File: config.mk
export PLATFORM = sky130hd
export DESIGN_NAME = rf_wb_writer_flat
export DESIGN_NICKNAME = d
export VERILOG_FILES = /design/src/rtl/rf_wb_writer_pkg.sv /design/src/rtl/rf_wb_writer_if.sv /design/src/rtl/rf_wb_writer_fifo.sv /design/src/rtl/rf_wb_writer.sv /design/src/flat_wrapper.sv
export SDC_FILE = /design/constraint.sdc
export NUM_CORES = 1
export LEC_CHECK = 0
export ABC_CLOCK_PERIOD_IN_PS = 3700
export CORE_MARGIN = 8
export CORE_UTILIZATION = 53
export CTS_CLUSTER_SIZE = 25
export DETAILED_ROUTE_END_ITERATION = 16
export GPL_ROUTABILITY_DRIVEN = 0
export HOLD_SLACK_MARGIN = 0.05
export PLACE_DENSITY = 0.89
export SLEW_MARGIN = 20
export SYNTH_ARGS = -nofsm -noshare
export SYNTH_HDL_FRONTEND = slang
export SYNTH_HIERARCHICAL = 1
export SYNTH_SLANG_ARGS = --single-unit
File: constraint.sdc
create_clock -name clk -period 3.7 [get_ports clk]
set_clock_uncertainty 0.1 [all_clocks]
set_input_delay 0.74 -clock clk [delete_from_list [all_inputs] [get_ports clk]]
set_output_delay 0.74 -clock clk [all_outputs]
set_load 0.02 [all_outputs]
File: src/rtl/rf_wb_writer_pkg.sv
// Shared encodings, the MEM/WB record and the load-extension helper for the
// write-back stage.
package rf_wb_writer_pkg;

  localparam int MD_DEPTH = 2;

  localparam logic [1:0] WDSEL_ALU  = 2'b00;
  localparam logic [1:0] WDSEL_LOAD = 2'b01;
  localparam logic [1:0] WDSEL_PC4  = 2'b10;

  localparam logic [2:0] LD_W  = 3'd0;
  localparam logic [2:0] LD_H  = 3'd1;
  localparam logic [2:0] LD_HU = 3'd2;
  localparam logic [2:0] LD_B  = 3'd3;
  localparam logic [2:0] LD_BU = 3'd4;

  // MEM/WB pipeline register contents; done marks an already-issued write.
  typedef struct packed {
    logic        valid;
    logic        regwr;
    logic [4:0]  rd;
    logic [1:0]  wdsel;
    logic [2:0]  ldop;
    logic [1:0]  addr_lo;
    logic [31:0] alu;
    logic [31:0] dmout;
    logic [31:0] pc4;
    logic        done;
  } memwb_t;

  // Pick the addressed byte/halfword out of an aligned word and extend it.
  function automatic logic [31:0] load_ext(input logic [2:0]  ldop,
                                           input logic [1:0]  addr_lo,
                                           input logic [31:0] word);
    logic [7:0]  b;
    logic [15:0] h;
    logic [31:0] r;
    b = word[{addr_lo, 3'b000} +: 8];
    h = addr_lo[1] ? word[31:16] : word[15:0];
    case (ldop)
      LD_H:    r = {{16{h[15]}}, h};
      LD_HU:   r = {16'h0000, h};
      LD_B:    r = {{24{b[7]}}, b};
      LD_BU:   r = {24'h000000, b};
      default: r = word;
    endcase
    return r;
  endfunction

endpackage

File: src/rtl/rf_wb_writer_if.sv
// Pipeline, mult/div and register-file port bundle of the write-back stage.
// Handshake: a mult/div result transfers on a posedge where md_valid and
// md_ready are both high; md_ready depends only on buffer occupancy, and the
// offerer must keep md_valid/md_rd/md_result stable until that edge.
interface rf_wb_writer_if;
  logic        mem_valid;
  logic        mem_regwr;
  logic [4:0]  mem_rd;
  logic [1:0]  mem_wdsel;
  logic [2:0]  mem_ldop;
  logic [1:0]  mem_addr_lo;
  logic [31:0] mem_alu;
  logic [31:0] mem_dmout;
  logic [31:0] mem_pc4;
  logic        wb_stall;
  logic        wb_flush;
  logic        md_valid;
  logic [4:0]  md_rd;
  logic [31:0] md_result;
  logic        md_ready;
  logic [4:0]  q_rs;
  logic [4:0]  q_rt;
  logic        pend_rs;
  logic        pend_rt;
  logic        stall_req;
  logic [4:0]  A3;
  logic [31:0] WD;
  logic        RFWr;

  modport slave (
    input  mem_valid, mem_regwr, mem_rd, mem_wdsel, mem_ldop, mem_addr_lo,
           mem_alu, mem_dmout, mem_pc4, wb_stall, wb_flush,
           md_valid, md_rd, md_result, q_rs, q_rt,
    output md_ready, pend_rs, pend_rt, stall_req, A3, WD, RFWr
  );

  modport master (
    output mem_valid, mem_regwr, mem_rd, mem_wdsel, mem_ldop, mem_addr_lo,
           mem_alu, mem_dmout, mem_pc4, wb_stall, wb_flush,
           md_valid, md_rd, md_result, q_rs, q_rt,
    input  md_ready, pend_rs, pend_rt, stall_req, A3, WD, RFWr
  );
endinterface

File: src/rtl/rf_wb_writer_fifo.sv
// Two-entry {rd,data} buffer for late mult/div results. Entry rd fields and
// their occupancy are exposed so the stage can flag pending destinations.
module wb_md_fifo (
  input  logic            clk,
  input  logic            rst,
  input  logic            push,
  input  logic [4:0]      push_rd,
  input  logic [31:0]     push_data,
  input  logic            pop,
  output logic            full,
  output logic            empty,
  output logic [4:0]      head_rd,
  output logic [31:0]     head_data,
  output logic [1:0][4:0] ent_rd,
  output logic [1:0]      ent_vld
);
  logic [1:0][4:0]  rd_mem;
  logic [1:0][31:0] data_mem;
  logic             wr_ptr;
  logic             rd_ptr;
  logic [1:0]       count;
  logic             do_push;
  logic             do_pop;

  assign full      = (count == 2'd2);
  assign empty     = (count == 2'd0);
  assign do_push   = push && !full;
  assign do_pop    = pop && !empty;
  assign head_rd   = rd_mem[rd_ptr];
  assign head_data = data_mem[rd_ptr];
  assign ent_rd    = rd_mem;

  // An entry is live when the buffer is full or it is the sole head entry.
  always_comb begin
    ent_vld = '0;
    for (int i = 0; i < 2; i++) begin
      ent_vld[i] = full || (!empty && (rd_ptr == 1'(i)));
    end
  end

  // Storage, wrapping 1-bit pointers and occupancy count.
  always_ff @(posedge clk or negedge rst) begin
    if (!rst) begin
      rd_mem   <= '0;
      data_mem <= '0;
      wr_ptr   <= 1'b0;
      rd_ptr   <= 1'b0;
      count    <= 2'd0;
    end else begin
      if (do_push) begin
        rd_mem[wr_ptr]   <= push_rd;
        data_mem[wr_ptr] <= push_data;
        wr_ptr           <= ~wr_ptr;
      end
      if (do_pop) rd_ptr <= ~rd_ptr;
      case ({do_push, do_pop})
        2'b10:   count <= count + 2'd1;
        2'b01:   count <= count - 2'd1;
        default: count <= count;
      endcase
    end
  end
endmodule

File: src/rtl/rf_wb_writer.sv
// Write-back stage: MEM/WB register, load extension, write-data select and
// arbitration of the single RF write port between the pipeline and the
// buffered mult/div results.
module rf_wb_writer
  import rf_wb_writer_pkg::*;
(
  input logic          clk,
  input logic          rst,
  rf_wb_writer_if.slave bus
);
  memwb_t           r;
  logic             pipe_pending;
  logic             pipe_wr;
  logic [31:0]      pipe_wd;
  logic             stall_req_w;
  logic             fifo_push;
  logic             fifo_pop;
  logic             full;
  logic             empty;
  logic [4:0]       head_rd;
  logic [31:0]      head_data;
  logic [1:0][4:0]  ent_rd;
  logic [1:0]       ent_vld;

  // rd==0 never counts as pending, so such an entry behaves as already done.
  assign pipe_pending = r.valid && r.regwr && (r.rd != 5'd0) && !r.done;
  assign fifo_push    = bus.md_valid && !full;
  assign bus.md_ready = !full;
  assign bus.stall_req = stall_req_w;

  wb_md_fifo u_fifo (
    .clk       (clk),
    .rst       (rst),
    .push      (fifo_push),
    .push_rd   (bus.md_rd),
    .push_data (bus.md_result),
    .pop       (fifo_pop),
    .full      (full),
    .empty     (empty),
    .head_rd   (head_rd),
    .head_data (head_data),
    .ent_rd    (ent_rd),
    .ent_vld   (ent_vld)
  );

  // Write-data source for the pipeline entry.
  always_comb begin
    case (r.wdsel)
      WDSEL_LOAD: pipe_wd = load_ext(r.ldop, r.addr_lo, r.dmout);
      WDSEL_PC4:  pipe_wd = r.pc4;
      default:    pipe_wd = r.alu;
    endcase
  end

  // Port arbitration: full buffer drains first, then pipeline, then buffer.
  always_comb begin
    bus.RFWr    = 1'b0;
    bus.A3      = 5'd0;
    bus.WD      = 32'd0;
    fifo_pop    = 1'b0;
    pipe_wr     = 1'b0;
    stall_req_w = 1'b0;
    if (full) begin
      fifo_pop    = 1'b1;
      stall_req_w = pipe_pending;
      if (head_rd != 5'd0) begin
        bus.RFWr = 1'b1;
        bus.A3   = head_rd;
        bus.WD   = head_data;
      end
    end else if (pipe_pending) begin
      pipe_wr  = 1'b1;
      bus.RFWr = 1'b1;
      bus.A3   = r.rd;
      bus.WD   = pipe_wd;
    end else if (!empty) begin
      fifo_pop = 1'b1;
      if (head_rd != 5'd0) begin
        bus.RFWr = 1'b1;
        bus.A3   = head_rd;
        bus.WD   = head_data;
      end
    end
  end

  // Pending-destination check against buffered and currently offered results.
  always_comb begin
    bus.pend_rs = (bus.q_rs != 5'd0) &&
                  ((ent_vld[0] && ent_rd[0] == bus.q_rs) ||
                   (ent_vld[1] && ent_rd[1] == bus.q_rs) ||
                   (bus.md_valid && bus.md_rd == bus.q_rs));
    bus.pend_rt = (bus.q_rt != 5'd0) &&
                  ((ent_vld[0] && ent_rd[0] == bus.q_rt) ||
                   (ent_vld[1] && ent_rd[1] == bus.q_rt) ||
                   (bus.md_valid && bus.md_rd == bus.q_rt));
  end

  // MEM/WB register: flush beats hold, hold keeps fields but records an issued write.
  always_ff @(posedge clk or negedge rst) begin
    if (!rst) begin
      r <= '0;
    end else if (bus.wb_flush) begin
      r.valid <= 1'b0;
    end else if (bus.wb_stall || stall_req_w) begin
      r.done <= r.done | pipe_wr;
    end else begin
      r <= '{valid:   bus.mem_valid,
             regwr:   bus.mem_regwr,
             rd:      bus.mem_rd,
             wdsel:   bus.mem_wdsel,
             ldop:    bus.mem_ldop,
             addr_lo: bus.mem_addr_lo,
             alu:     bus.mem_alu,
             dmout:   bus.mem_dmout,
             pc4:     bus.mem_pc4,
             done:    1'b0};
    end
  end
endmodule

File: src/flat_wrapper.sv
// flat-port wrapper written by rule: the top's interface ports become plain ports
module rf_wb_writer_flat import rf_wb_writer_pkg::*;
  (clk, rst, bus_mem_valid, bus_mem_regwr, bus_mem_rd, bus_mem_wdsel, bus_mem_ldop, bus_mem_addr_lo, bus_mem_alu, bus_mem_dmout, bus_mem_pc4, bus_wb_stall, bus_wb_flush, bus_md_valid, bus_md_rd, bus_md_result, bus_q_rs, bus_q_rt, bus_md_ready, bus_pend_rs, bus_pend_rt, bus_stall_req, bus_A3, bus_WD, bus_RFWr);
  rf_wb_writer_if bus_i ();
  input logic clk;
  input logic rst;
  input wire logic [$bits(bus_i.mem_valid)-1:0] bus_mem_valid;
  input wire logic [$bits(bus_i.mem_regwr)-1:0] bus_mem_regwr;
  input wire logic [$bits(bus_i.mem_rd)-1:0] bus_mem_rd;
  input wire logic [$bits(bus_i.mem_wdsel)-1:0] bus_mem_wdsel;
  input wire logic [$bits(bus_i.mem_ldop)-1:0] bus_mem_ldop;
  input wire logic [$bits(bus_i.mem_addr_lo)-1:0] bus_mem_addr_lo;
  input wire logic [$bits(bus_i.mem_alu)-1:0] bus_mem_alu;
  input wire logic [$bits(bus_i.mem_dmout)-1:0] bus_mem_dmout;
  input wire logic [$bits(bus_i.mem_pc4)-1:0] bus_mem_pc4;
  input wire logic [$bits(bus_i.wb_stall)-1:0] bus_wb_stall;
  input wire logic [$bits(bus_i.wb_flush)-1:0] bus_wb_flush;
  input wire logic [$bits(bus_i.md_valid)-1:0] bus_md_valid;
  input wire logic [$bits(bus_i.md_rd)-1:0] bus_md_rd;
  input wire logic [$bits(bus_i.md_result)-1:0] bus_md_result;
  input wire logic [$bits(bus_i.q_rs)-1:0] bus_q_rs;
  input wire logic [$bits(bus_i.q_rt)-1:0] bus_q_rt;
  output wire logic [$bits(bus_i.md_ready)-1:0] bus_md_ready;
  output wire logic [$bits(bus_i.pend_rs)-1:0] bus_pend_rs;
  output wire logic [$bits(bus_i.pend_rt)-1:0] bus_pend_rt;
  output wire logic [$bits(bus_i.stall_req)-1:0] bus_stall_req;
  output wire logic [$bits(bus_i.A3)-1:0] bus_A3;
  output wire logic [$bits(bus_i.WD)-1:0] bus_WD;
  output wire logic [$bits(bus_i.RFWr)-1:0] bus_RFWr;
  assign bus_i.mem_valid = bus_mem_valid;
  assign bus_i.mem_regwr = bus_mem_regwr;
  assign bus_i.mem_rd = bus_mem_rd;
  assign bus_i.mem_wdsel = bus_mem_wdsel;
  assign bus_i.mem_ldop = bus_mem_ldop;
  assign bus_i.mem_addr_lo = bus_mem_addr_lo;
  assign bus_i.mem_alu = bus_mem_alu;
  assign bus_i.mem_dmout = bus_mem_dmout;
  assign bus_i.mem_pc4 = bus_mem_pc4;
  assign bus_i.wb_stall = bus_wb_stall;
  assign bus_i.wb_flush = bus_wb_flush;
  assign bus_i.md_valid = bus_md_valid;
  assign bus_i.md_rd = bus_md_rd;
  assign bus_i.md_result = bus_md_result;
  assign bus_i.q_rs = bus_q_rs;
  assign bus_i.q_rt = bus_q_rt;
  assign bus_md_ready = bus_i.md_ready;
  assign bus_pend_rs = bus_i.pend_rs;
  assign bus_pend_rt = bus_i.pend_rt;
  assign bus_stall_req = bus_i.stall_req;
  assign bus_A3 = bus_i.A3;
  assign bus_WD = bus_i.WD;
  assign bus_RFWr = bus_i.RFWr;
  rf_wb_writer u_core (.clk(clk), .rst(rst), .bus(bus_i));
endmodule
==> results.py <==
metrics = {
    "clock_tree": {
        "max-clock-path-buffers": 2,
        "numCtsBuffers": 17,
        "cts_tree": "done",
        "cts.sinks": 189,
        "cts_root_buffer": "clkbuf_16",
        "path_clk_slew_ns": 0.07,
        "clk_latency_ns": 0.43,
        "htree_num_levels": 4,
    },
    "detailed_routing": {
        "first_iter_violations": 820,
        "drtPass1Iterations": 5,
        "num_vias": 7697,
        "viasPerCell": 6.01,
        "wl_um": 30800,
        "routedWlPerCell_um": 24.0,
        "ant_nets": 0,
        "drc": 0,
    },
    "power_and_ir_drop": {
        "p_leak_nw": 5.91,
        "power_mw": 10.2,
        "intPower_mw": 6.29,
        "power_density_nw_per_um2": 761,
        "switching_share": 0.382,
        "ir_drop_mv": 0.403,
        "p_comb_frac": 0.494,
        "seqPwrFrac": 0.318,
        "pwr-share-clk": 0.188,
        "p_switching_mw": 3.89,
    },
    "global_route": {
        "overflow": 0,
        "grt_pass1_vias": 8238,
        "grt_antenna_before_repair": 0,
        "grt_pass1_wl_um": 47100,
        "track_usage": 0.252,
        "grt_max_degree": 93,
    },
    "timing": {
        "post-route-period-util": 0.984,
        "setup_viol": 0,
        "relSlewSlack": 0.540,
        "rsz0062_at_grt": "true",
        "hold_viol": 0,
        "tns_ns": 0,
        "min_period_ns": 3.64,
        "maxSlewViolCount": 0,
        "worst_pin_slew_ns": 0.689,
        "setup_ws_ns": 0.0609,
        "whs_ns": 0.241,
        "max_freq_mhz": 275,
    },
    "critical_path": {
        "crit_buf_inv": 1,
        "critical_path.max_stage_delay_ns": 0.64,
        "path_cells": "or4_4, o21a_1, o21ai_2, a22o_1, clkdlybuf4s50_1",
        "cp_slowest_cell": "clkdlybuf4s50_1",
        "crit_path_end_kind": "output pin",
        "crit_required_ns": 2.86,
        "cp_top_family": "compound AO/OA/AOI/OAI gates",
        "startpoint_type": "flip-flop",
        "path_max_fanout": 6,
        "critPathKind": "reg2out",
        "critical_path_arrival_ns": 2.80,
    },
    "layout": {
        "area_delta_synth_final_pct": 28.5,
        "insertedDiodeCount": 0,
        "fillers": 1378,
        "final_common_cell": "dfrtp_1",
        "drive_gt1_frac": 0.318,
        "finalCoreUtilization": 0.689,
        "fin_nets": 1169,
        "final_cell_mix": "dfrtp_1 (187), clkdlybuf4s50_1 (168), mux2_4 (129)",
    },
    "run_status": {
        "status": "finished, final reports clean",
    },
    "die": {
        "dieArea_um2": 24400,
        "boundaryPins": 204,
        "dieWidth_um": 156,
        "fp.dieH_um": 156,
        "core_area_um2": 19400,
        "row_count": 51,
        "initial_core_util": 0.537,
    },
    "min_path": {
        "worst_hold_path_type": "in2async",
    },
    "placed_design": {
        "io_buffers": 203,
        "post-place-ws_ns": -0.00902,
        "dp.final_hpwl_um": 22000,
    },
    "synth": {
        "postSynthAreaPerCell_um2": 13.1,
        "synth.yosys.warnings": 6,
        "syn_inst": 796,
        "synthArstFlopShare": 1.00,
        "ys_ff_latch": 189,
        "synth_area_um2": 10400,
        "synth-edff-count": 0,
        "ys_types": 55,
        "synth_seq_area_share": 0.454,
        "ys.flop_type": "dfrtp_1",
        "syn-num-nets": 961,
    },
    "flow_run": {
        "max_cap_violations": 0,
    },
}
cells by family after synthesis:
| group | synth area share |
|---|---|
| AOI/OAI and AO/OA | 0.108 |
| xor gates and xnor gates | 0.0303 |
| adders and majority gates | 0.00361 |
| buffers and inverters | 0.0371 |
| DFF | 0.454 |
| muxes | 0.309 |
| and+or+nand+nor | 0.0582 |
per-stage QoR:
step           std cells  instance area (um^2)
3_3_place_gp        1248                 12800
6_report            1281                 13400
4_1_cts             1280                 13400
2_1_floorplan        796                 10400
3_5_place_dp        1248                 12800
5_1_grt             1281                 13400
final cells by class:
| type | instances | area (um^2) | share of cell area |
|---|---|---|---|
| inverter | 6 | 22.5 | 0.00168 |
| timing repair buffer | 241 | 2310 | 0.173 |
| multi-input combinational | 549 | 5360 | 0.401 |
| tap | 265 | 332 | 0.0248 |
| sequential | 189 | 4730 | 0.354 |
| clock buffer | 17 | 425 | 0.0318 |
| clock inverter | 14 | 188 | 0.0140 |
power by group through the flow:
| stage | sequential (mW) | clock, mW | combinational (mW) |
|---|---|---|---|
| global route | 3.31 | 2.02 | 5.31 |
| CTS | 3.23 | 1.93 | 4.98 |
| finish | 3.24 | 1.91 | 5.03 |
| floorplan | 3.06 | 0 | 3.28 |
| detailed placement | 3.24 | 0 | 5.11 |
| global placement | 3.20 | 0 | 5.00 |
what timing repair did:
action	CTS	global route
pin swaps	0	1
gates cloned	0	1
setup endpoints to repair	37	37
hold buffers	0	0
resized for setup	54	23
buffers inserted	1	0
Yosys cell counts (13+ instances only):
master | n | area share
o221ai_1 | 14 | 0.012
mux2_4 | 129 | 0.19
a22o_1 | 13 | 0.011
nand2_1 | 45 | 0.016
clkbuf_1 | 24 | 0.0087
mux2_2 | 89 | 0.096
xor2_1 | 26 | 0.022
o21ai_0 | 13 | 0.0062
buf_6 | 15 | 0.016
o211ai_1 | 22 | 0.016
a22oi_1 | 23 | 0.017
nor2_1 | 20 | 0.0072
dfrtp_1 | 189 | 0.45
mux2i_1 | 16 | 0.015
routing by layer:
metal / vias up / routed length, um / share of wire / GRT usage
met5: - / 0 / 0 / 0
met4: 0 / 1300 / 0.042 / 0.116
met3: 88 / 2060 / 0.067 / 0.0548
met2: 394 / 14100 / 0.46 / 0.382
met1: 3845 / 13300 / 0.43 / 0.338
li1: 3370 / - / - / -
worst register-to-register path, stage by stage (launching register included):
cell and delay, ns:
dfrtp_1 0.46, nand2b_4 0.10, inv_2 0.14, inv_1 0.18, nor2_1 0.35, or3_4 0.43
buf_12 0.59, mux2_1 0.43
flip-flops by register name, indices dropped and copies added (netlist names):
signal	count
u_core/u_fifo/wr_ptr	1
u_core/u_fifo/count	2
u_core/u_fifo/ent_rd	10
u_core/u_fifo/rd_ptr	1
u_core/u_fifo/data_mem	64
u_core/r	111
final timing paths:
path | cells past startpoint | to | slack [ns] | startpoint
worst max-delay path | 5 | bus_A3[0] | 0.06 | u_core/r[105]
worst min-delay path | 1 | u_core/u_fifo/data_mem[33] | 0.24 | rst
worst min register to register | 1 | u_core/u_fifo/data_mem[47] | 0.40 | u_core/u_fifo/data_mem[47]
worst max register to register | 7 | u_core/r[40] | 0.81 | u_core/u_fifo/count[1]
max in group asynchronous | 2 | u_core/r[22] | 2.33 | rst
min in group clk | 1 | u_core/u_fifo/data_mem[47] | 0.40 | u_core/u_fifo/data_mem[47]
No activity file was read; power rests on OpenSTA's default activity.
